## src/rtl/wb_write_buffer_pkg.sv

```systemverilog
// Shared types and constants for the register-file write buffer.
package wb_pkg;

    localparam int DATA_W = 16;
    localparam int REG_AW = 4;

    typedef struct packed {
        logic [REG_AW-1:0] reg_idx;
        logic [DATA_W-1:0] data;
    } wb_entry_t;

    function automatic int clog2(input int n);
        int r;
        r = 0;
        for (int i = 0; i < 32; i++) begin
            if ((1 << r) < n) r = r + 1;
        end
        return r;
    endfunction

endpackage

```

## src/rtl/wb_write_buffer_if.sv

```systemverilog
// Producer, register-file and lookup signals of the write buffer.
// Optional WB_BUF_FWD_EN adds the q_data1/q_data2 forwarding outputs.
interface wb_write_buffer_if
    import wb_pkg::*;
#(
    parameter int DEPTH = 4
);
    localparam int CW = clog2(DEPTH) + 1;

    logic              mem_valid;
    logic [REG_AW-1:0] mem_reg;
    logic [DATA_W-1:0] mem_data;
    logic              mem_ready;
    logic              alu_valid;
    logic [REG_AW-1:0] alu_reg;
    logic [DATA_W-1:0] alu_data;
    logic              alu_ready;
    logic              wr_en;
    logic [REG_AW-1:0] wr_reg;
    logic [DATA_W-1:0] wr_data;
    logic [REG_AW-1:0] q_reg1;
    logic [REG_AW-1:0] q_reg2;
    logic              q_pend1;
    logic              q_pend2;
    logic [CW-1:0]     count;
`ifdef WB_BUF_FWD_EN
    logic [DATA_W-1:0] q_data1;
    logic [DATA_W-1:0] q_data2;

    modport slave (
        input  mem_valid, mem_reg, mem_data, alu_valid, alu_reg, alu_data, q_reg1, q_reg2,
        output mem_ready, alu_ready, wr_en, wr_reg, wr_data, q_pend1, q_pend2, count,
               q_data1, q_data2
    );
    modport master (
        output mem_valid, mem_reg, mem_data, alu_valid, alu_reg, alu_data, q_reg1, q_reg2,
        input  mem_ready, alu_ready, wr_en, wr_reg, wr_data, q_pend1, q_pend2, count,
               q_data1, q_data2
    );
`else
    modport slave (
        input  mem_valid, mem_reg, mem_data, alu_valid, alu_reg, alu_data, q_reg1, q_reg2,
        output mem_ready, alu_ready, wr_en, wr_reg, wr_data, q_pend1, q_pend2, count
    );
    modport master (
        output mem_valid, mem_reg, mem_data, alu_valid, alu_reg, alu_data, q_reg1, q_reg2,
        input  mem_ready, alu_ready, wr_en, wr_reg, wr_data, q_pend1, q_pend2, count
    );
`endif

endinterface

```

## src/rtl/wb_write_buffer_match.sv

```systemverilog
// Pending-write lookup for one query register over the age-ordered entries.
// Youngest-match data output exists only with WB_BUF_FWD_EN.
module wb_match
    import wb_pkg::*;
#(
    parameter int DEPTH = 4
) (
    input  logic      [REG_AW-1:0] q_reg,
    input  wb_entry_t [DEPTH-1:0]  entries,
    input  logic      [DEPTH-1:0]  valid,
`ifdef WB_BUF_FWD_EN
    output logic      [DATA_W-1:0] data,
`endif
    output logic                   pend
);

    // entries[0] is the oldest; later matches overwrite, so the youngest wins.
    always_comb begin
        pend = 1'b0;
`ifdef WB_BUF_FWD_EN
        data = '0;
`endif
        for (int k = 0; k < DEPTH; k++) begin
            if (valid[k] && (entries[k].reg_idx == q_reg) && (q_reg != '0)) begin
                pend = 1'b1;
`ifdef WB_BUF_FWD_EN
                data = entries[k].data;
`endif
            end
        end
    end

`ifndef WB_BUF_FWD_EN
    logic unused_data;
    always_comb begin
        unused_data = 1'b0;
        for (int k = 0; k < DEPTH; k++) unused_data = unused_data ^ (^entries[k].data);
    end
`endif

endmodule

```

## src/rtl/wb_write_buffer.sv

```systemverilog
// In-order write buffer in front of the register file write port (mem + ALU producers).
// Optional WB_BUF_FWD_EN enables youngest-match data forwarding on the lookups.
module wb_write_buffer
    import wb_pkg::*;
#(
    parameter int DEPTH = 4
) (
    input logic            clk,
    input logic            rst,
    wb_write_buffer_if.slave bus
);

    localparam int PW = clog2(DEPTH);
    localparam int CW = PW + 1;

    wb_entry_t [DEPTH-1:0] slots;
    wb_entry_t [DEPTH-1:0] ordered;
    logic      [DEPTH-1:0] valid;
    logic [PW-1:0]         head;
    logic [PW-1:0]         tail;
    logic [PW-1:0]         alu_slot;
    logic [CW-1:0]         cnt;
    logic [CW-1:0]         free;
    logic                  mem_acc;
    logic                  alu_acc;
    logic                  mem_push;
    logic                  alu_push;
    logic                  pop;

    // Space comes from the registered count only, keeping ready off the drain path.
    assign free          = CW'(DEPTH) - cnt;
    assign bus.mem_ready = (free >= CW'(1));
    assign bus.alu_ready = (bus.mem_valid && bus.mem_ready) ? (free >= CW'(2)) : (free >= CW'(1));

    assign mem_acc  = bus.mem_valid && bus.mem_ready;
    assign alu_acc  = bus.alu_valid && bus.alu_ready;
    assign mem_push = mem_acc && (bus.mem_reg != '0);
    assign alu_push = alu_acc && (bus.alu_reg != '0);
    assign pop      = (cnt != '0);
    assign alu_slot = tail + PW'(mem_push);

    always_ff @(posedge clk) begin
        if (mem_push) slots[tail]     <= '{reg_idx: bus.mem_reg, data: bus.mem_data};
        if (alu_push) slots[alu_slot] <= '{reg_idx: bus.alu_reg, data: bus.alu_data};
    end

    always_ff @(posedge clk or posedge rst) begin
        if (rst) begin
            head <= '0;
            tail <= '0;
            cnt  <= '0;
        end else begin
            head <= head + PW'(pop);
            tail <= tail + PW'(mem_push) + PW'(alu_push);
            cnt  <= cnt + CW'(mem_push) + CW'(alu_push) - CW'(pop);
        end
    end

    assign bus.wr_en   = pop;
    assign bus.wr_reg  = pop ? slots[head].reg_idx : '0;
    assign bus.wr_data = pop ? slots[head].data : '0;
    assign bus.count   = cnt;

    always_comb begin
        for (int k = 0; k < DEPTH; k++) begin
            ordered[k] = slots[head + PW'(k)];
            valid[k]   = (CW'(k) < cnt);
        end
    end

    wb_match #(.DEPTH(DEPTH)) u_match1 (
        .q_reg   (bus.q_reg1),
        .entries (ordered),
        .valid   (valid),
`ifdef WB_BUF_FWD_EN
        .data    (bus.q_data1),
`endif
        .pend    (bus.q_pend1)
    );

    wb_match #(.DEPTH(DEPTH)) u_match2 (
        .q_reg   (bus.q_reg2),
        .entries (ordered),
        .valid   (valid),
`ifdef WB_BUF_FWD_EN
        .data    (bus.q_data2),
`endif
        .pend    (bus.q_pend2)
    );

endmodule

```

## src/flat_wrapper.sv

```systemverilog
// flat-port wrapper written by rule: the top's interface ports become plain ports
module wb_write_buffer_flat import wb_pkg::*;
#(
    parameter int DEPTH = 4
)
  (clk, rst, bus_mem_valid, bus_mem_reg, bus_mem_data, bus_alu_valid, bus_alu_reg, bus_alu_data, bus_q_reg1, bus_q_reg2, bus_mem_ready, bus_alu_ready, bus_wr_en, bus_wr_reg, bus_wr_data, bus_q_pend1, bus_q_pend2, bus_count);
  wb_write_buffer_if #(.DEPTH(DEPTH)) bus_i ();
  input logic clk;
  input logic rst;
  input wire logic [$bits(bus_i.mem_valid)-1:0] bus_mem_valid;
  input wire logic [$bits(bus_i.mem_reg)-1:0] bus_mem_reg;
  input wire logic [$bits(bus_i.mem_data)-1:0] bus_mem_data;
  input wire logic [$bits(bus_i.alu_valid)-1:0] bus_alu_valid;
  input wire logic [$bits(bus_i.alu_reg)-1:0] bus_alu_reg;
  input wire logic [$bits(bus_i.alu_data)-1:0] bus_alu_data;
  input wire logic [$bits(bus_i.q_reg1)-1:0] bus_q_reg1;
  input wire logic [$bits(bus_i.q_reg2)-1:0] bus_q_reg2;
  output wire logic [$bits(bus_i.mem_ready)-1:0] bus_mem_ready;
  output wire logic [$bits(bus_i.alu_ready)-1:0] bus_alu_ready;
  output wire logic [$bits(bus_i.wr_en)-1:0] bus_wr_en;
  output wire logic [$bits(bus_i.wr_reg)-1:0] bus_wr_reg;
  output wire logic [$bits(bus_i.wr_data)-1:0] bus_wr_data;
  output wire logic [$bits(bus_i.q_pend1)-1:0] bus_q_pend1;
  output wire logic [$bits(bus_i.q_pend2)-1:0] bus_q_pend2;
  output wire logic [$bits(bus_i.count)-1:0] bus_count;
  assign bus_i.mem_valid = bus_mem_valid;
  assign bus_i.mem_reg = bus_mem_reg;
  assign bus_i.mem_data = bus_mem_data;
  assign bus_i.alu_valid = bus_alu_valid;
  assign bus_i.alu_reg = bus_alu_reg;
  assign bus_i.alu_data = bus_alu_data;
  assign bus_i.q_reg1 = bus_q_reg1;
  assign bus_i.q_reg2 = bus_q_reg2;
  assign bus_mem_ready = bus_i.mem_ready;
  assign bus_alu_ready = bus_i.alu_ready;
  assign bus_wr_en = bus_i.wr_en;
  assign bus_wr_reg = bus_i.wr_reg;
  assign bus_wr_data = bus_i.wr_data;
  assign bus_q_pend1 = bus_i.q_pend1;
  assign bus_q_pend2 = bus_i.q_pend2;
  assign bus_count = bus_i.count;
  wb_write_buffer #(.DEPTH(DEPTH)) u_core (.clk(clk), .rst(rst), .bus(bus_i));
endmodule
```

## config.mk

```make
export PLATFORM = sky130hd
export DESIGN_NAME = wb_write_buffer_flat
export DESIGN_NICKNAME = d
export VERILOG_FILES = /design/src/rtl/wb_write_buffer_pkg.sv /design/src/rtl/wb_write_buffer_if.sv /design/src/rtl/wb_write_buffer_match.sv /design/src/rtl/wb_write_buffer.sv /design/src/flat_wrapper.sv
export SDC_FILE = /design/constraint.sdc
export NUM_CORES = 1
export LEC_CHECK = 0
export ABC_AREA = 1
export CORE_ASPECT_RATIO = 0.6
export CORE_MARGIN = 2
export CORE_UTILIZATION = 57
export CTS_BUF_LIST = sky130_fd_sc_hd__clkbuf_8
export CTS_CLUSTER_SIZE = 30
export DETAILED_ROUTE_END_ITERATION = 7
export PLACE_DENSITY = 0.8
export SLEW_MARGIN = 10
export SYNTH_ARGS = -nofsm -noshare
export SYNTH_HDL_FRONTEND = slang
export SYNTH_SLANG_ARGS = --single-unit
```

## constraint.sdc

```tcl
create_clock -name clk -period 3.55 [get_ports clk]
set_clock_uncertainty 0.05 [all_clocks]
set_input_delay 0.71 -clock clk [delete_from_list [all_inputs] [get_ports clk]]
set_output_delay 0.71 -clock clk [all_outputs]
set_load 0.02 [all_outputs]
```

==> metrics <==
status finished, final reports clean; VDD IR-drop max 0.00120 V; Avg Inst Size Synth 5.52 um^2; Total GRT Usage about a third; Slew Limit Fails 0; commonest non-fill, non-tap cell in the layout nand2_1; final std cells w/o fill 1570; nets@finish 1459; Switching Fraction 56.2%; global route overflow 0; CTS tree built; Post-route DRC 0; clk root buf clkbuf_8; IO Port Bufs 79; CTS Buffer Depth 2; headroom to the max-slew limit 31.3%; final period demand of the worst path roughly 3.4 ns; synthesized area 7500 um^2; reg2reg path depth 13; I/O pin count 80; largest family of logic cells by synthesized area simple AND/OR/NAND/NOR gates; Hold Vio Cnt, Final 0; Hold Buf Count CTS 0; post-DR vias/cell 5.48; Placer Congestion just over 1; Antenna Nets Post-Route 0; simple-gate share of the synthesized area between 40% and 50%; Synth Area in XOR/XNOR 0.935%; Post-CTS Setup Bufs 0; pwr dens 1100 nW/um^2; worst min path class in -> async; max_cap viols 0; Final TNS setup 0 ns; maximum clock rate 0.296 GHz; Synth Area in Compound Gates 14.9%; post-synthesis cell type count 35; area grow syn2layout 13.8%; worst path arrival time 2.62 ns; clock sink count 87; ANT cells 0; drt wl/cell 15.6 um; largest net degree at the start of global routing 84; register area share after synthesis about a quarter; Worst-path clk slew 0.10 ns; Final Setup Violations 0; Std-Cell Core Area 12900 um^2; Starting Density between 50% and 60%; CTS HTree Levels 3; die width 152 um; Cells after DPL roughly 1600; antenna violations before repair 0; layout cells sized above 1 5.29%; worst path required time 2.79 ns; number of buffers created by CTS 9; Yosys warnings 0; Yosys reg bits between 80 and 90; Worst Path Class, Setup reg -> out; most frequent cells in the layout nand2_1, o21ai_0, inv_1; full die area roughly 14000 um^2; Reg power frac 19.6%; height of the chip between 90 and 100 um; Final HPWL DP 17000 um; post-synthesis mux area share ~2.1%; First-pass DRT Iterations 5; Worst-Skew Late Latency 0.37 ns; detailed-route via count between 8000 and 9000; DR iter-0 viols 945; Final Cycle Share approximately 95%; P_sw 5.25 mW; FP Rows 32; first-pass GRT wire length 40000 um; Mapped Nets 1423; vias in the first global route 7618; Critical Path Start Type flop; RSZ-0062 raised after global routing false; Worst Tran Pin Value 1.03 ns; Adder-Cell Fraction of Synth Area between 2 and 2.5%; Gate Count Post-Synth 1359; Clk pwr share 7.5%; final WL 24500 um; combinational share of power 72.9%; # fillers 1223; leakage approximately 4.3 nW; nature of the critical path endpoint output pin; Crit Path Max Fanout 37; Internal 4.10 mW
layout make-up:
| type | count | area (um^2) | area share, % |
|---|---|---|---|
| inverters | 86 | 325 | 3.81 |
| repair buffers | 109 | 1080 | 12.7 |
| multi-input cells | 1102 | 4940 | 58.0 |
| flip-flops and latches | 87 | 1780 | 20.8 |
| well taps | 170 | 213 | 2.49 |
| clock buffers | 9 | 124 | 1.45 |
| clock inverters | 7 | 66.3 | 0.777 |
registers in the layout (all words and copies together) (netlist names):
signal	count
u_core.slots	80
u_core.bus.count	3
u_core.head	2
u_core.tail	2
metal layers:
layer / track usage, % / vias up / wire length (um)
li1: - / 4364 / -
met1: 53.4 / 3783 / 11900
met2: 50.5 / 433 / 9510
met3: 9.12 / 29 / 2930
met4: 5.84 / 0 / 202
met5: 0 / - / 0
per-stage QoR:
stage          cell area (um^2)  total power [mW]  hold WS, ns  util [%]  worst slack, ns
2_1_floorplan              7500              6.57        0.451         -            0.319
6_report                   8530              9.34        0.538      66.4            0.167
3_5_place_dp               8330              8.48        0.531      64.8            0.185
5_1_grt                    8530              10.3        0.577      66.4        0.0000171
4_1_cts                    8530              9.18        0.548      66.3           0.0710
3_3_place_gp               8330              8.38        0.529      64.8            0.191
kinds of logic (layout without fill, tap and decap cells):
kind of cell	after synthesis	after routing
simple gates	856	856
compound gates	210	210
buf+inv	170	211
flops	87	87
mux	16	16
fa+ha+maj	12	12
xor+xnor	8	8
power groups by stage:
stage / clock [mW] / combinational [mW] / sequential, mW
2_1_floorplan: 0 / 4.83 / 1.74
3_3_place_gp: 0 / 6.55 / 1.82
3_5_place_dp: 0 / 6.65 / 1.83
4_1_cts: 0.693 / 6.68 / 1.81
5_1_grt: 0.737 / 7.64 / 1.88
6_report: 0.697 / 6.82 / 1.83
worst paths after layout:
path / start / to / slack [ns]
worst max-delay path: u_core.head[0] / bus_q_pend1 / 0.17
worst min-delay path: rst / u_core.bus.count[0] / 0.54
worst max register to register: u_core.bus.count[0] / u_core.slots[12] / 0.55
worst min register to register: u_core.slots[64] / u_core.slots[64] / 0.55
max in group asynchronous: rst / u_core.head[0] / 2.64
min in group clk: u_core.slots[64] / u_core.slots[64] / 0.55
timing repair:
item	CTS	global route
cloned	0	0
gates resized for setup	3	2
endpoints found under the setup margin	12	2
critical path, cell delays in order, from the launching register on:
cell and delay, ns:
dfrtp_2 0.51, inv_4 0.10, buf_12 0.22, nand2_2 0.11
nand2_4 0.18, nand2_1 0.10, nand2_1 0.16, nor2_1 0.06
nor2_1 0.11, nand3_1 0.08, nand2_1 0.17, nor2_1 0.06
nor2_1 0.08, dlygate4sd2_1 0.33
synth_stat cells (all sizes together):
| library cell | count | share of area (%) |
|---|---|---|
| a21oi | 3 | 0.20 |
| a221oi | 1 | 0.12 |
| a22oi | 15 | 1.5 |
| a31oi | 15 | 1.3 |
| buf | 55 | 4.6 |
| clkbuf | 29 | 1.5 |
| dfrtp | 7 | 2.3 |
| dfxtp | 80 | 21 |
| fa | 2 | 0.53 |
| ha | 10 | 1.7 |
| inv | 86 | 4.3 |
| mux2i | 16 | 2.1 |
| nand2 | 725 | 37 |
| nand3 | 88 | 6.3 |
| nand4 | 1 | 0.084 |
| nor2 | 36 | 2.0 |
| nor4 | 3 | 0.25 |
| o21a | 1 | 0.10 |
| o21ai | 175 | 12 |
| or2 | 3 | 0.28 |
| xnor2 | 2 | 0.23 |
| xor2 | 6 | 0.70 |
Note: power is estimated with default switching activity, not from simulation.
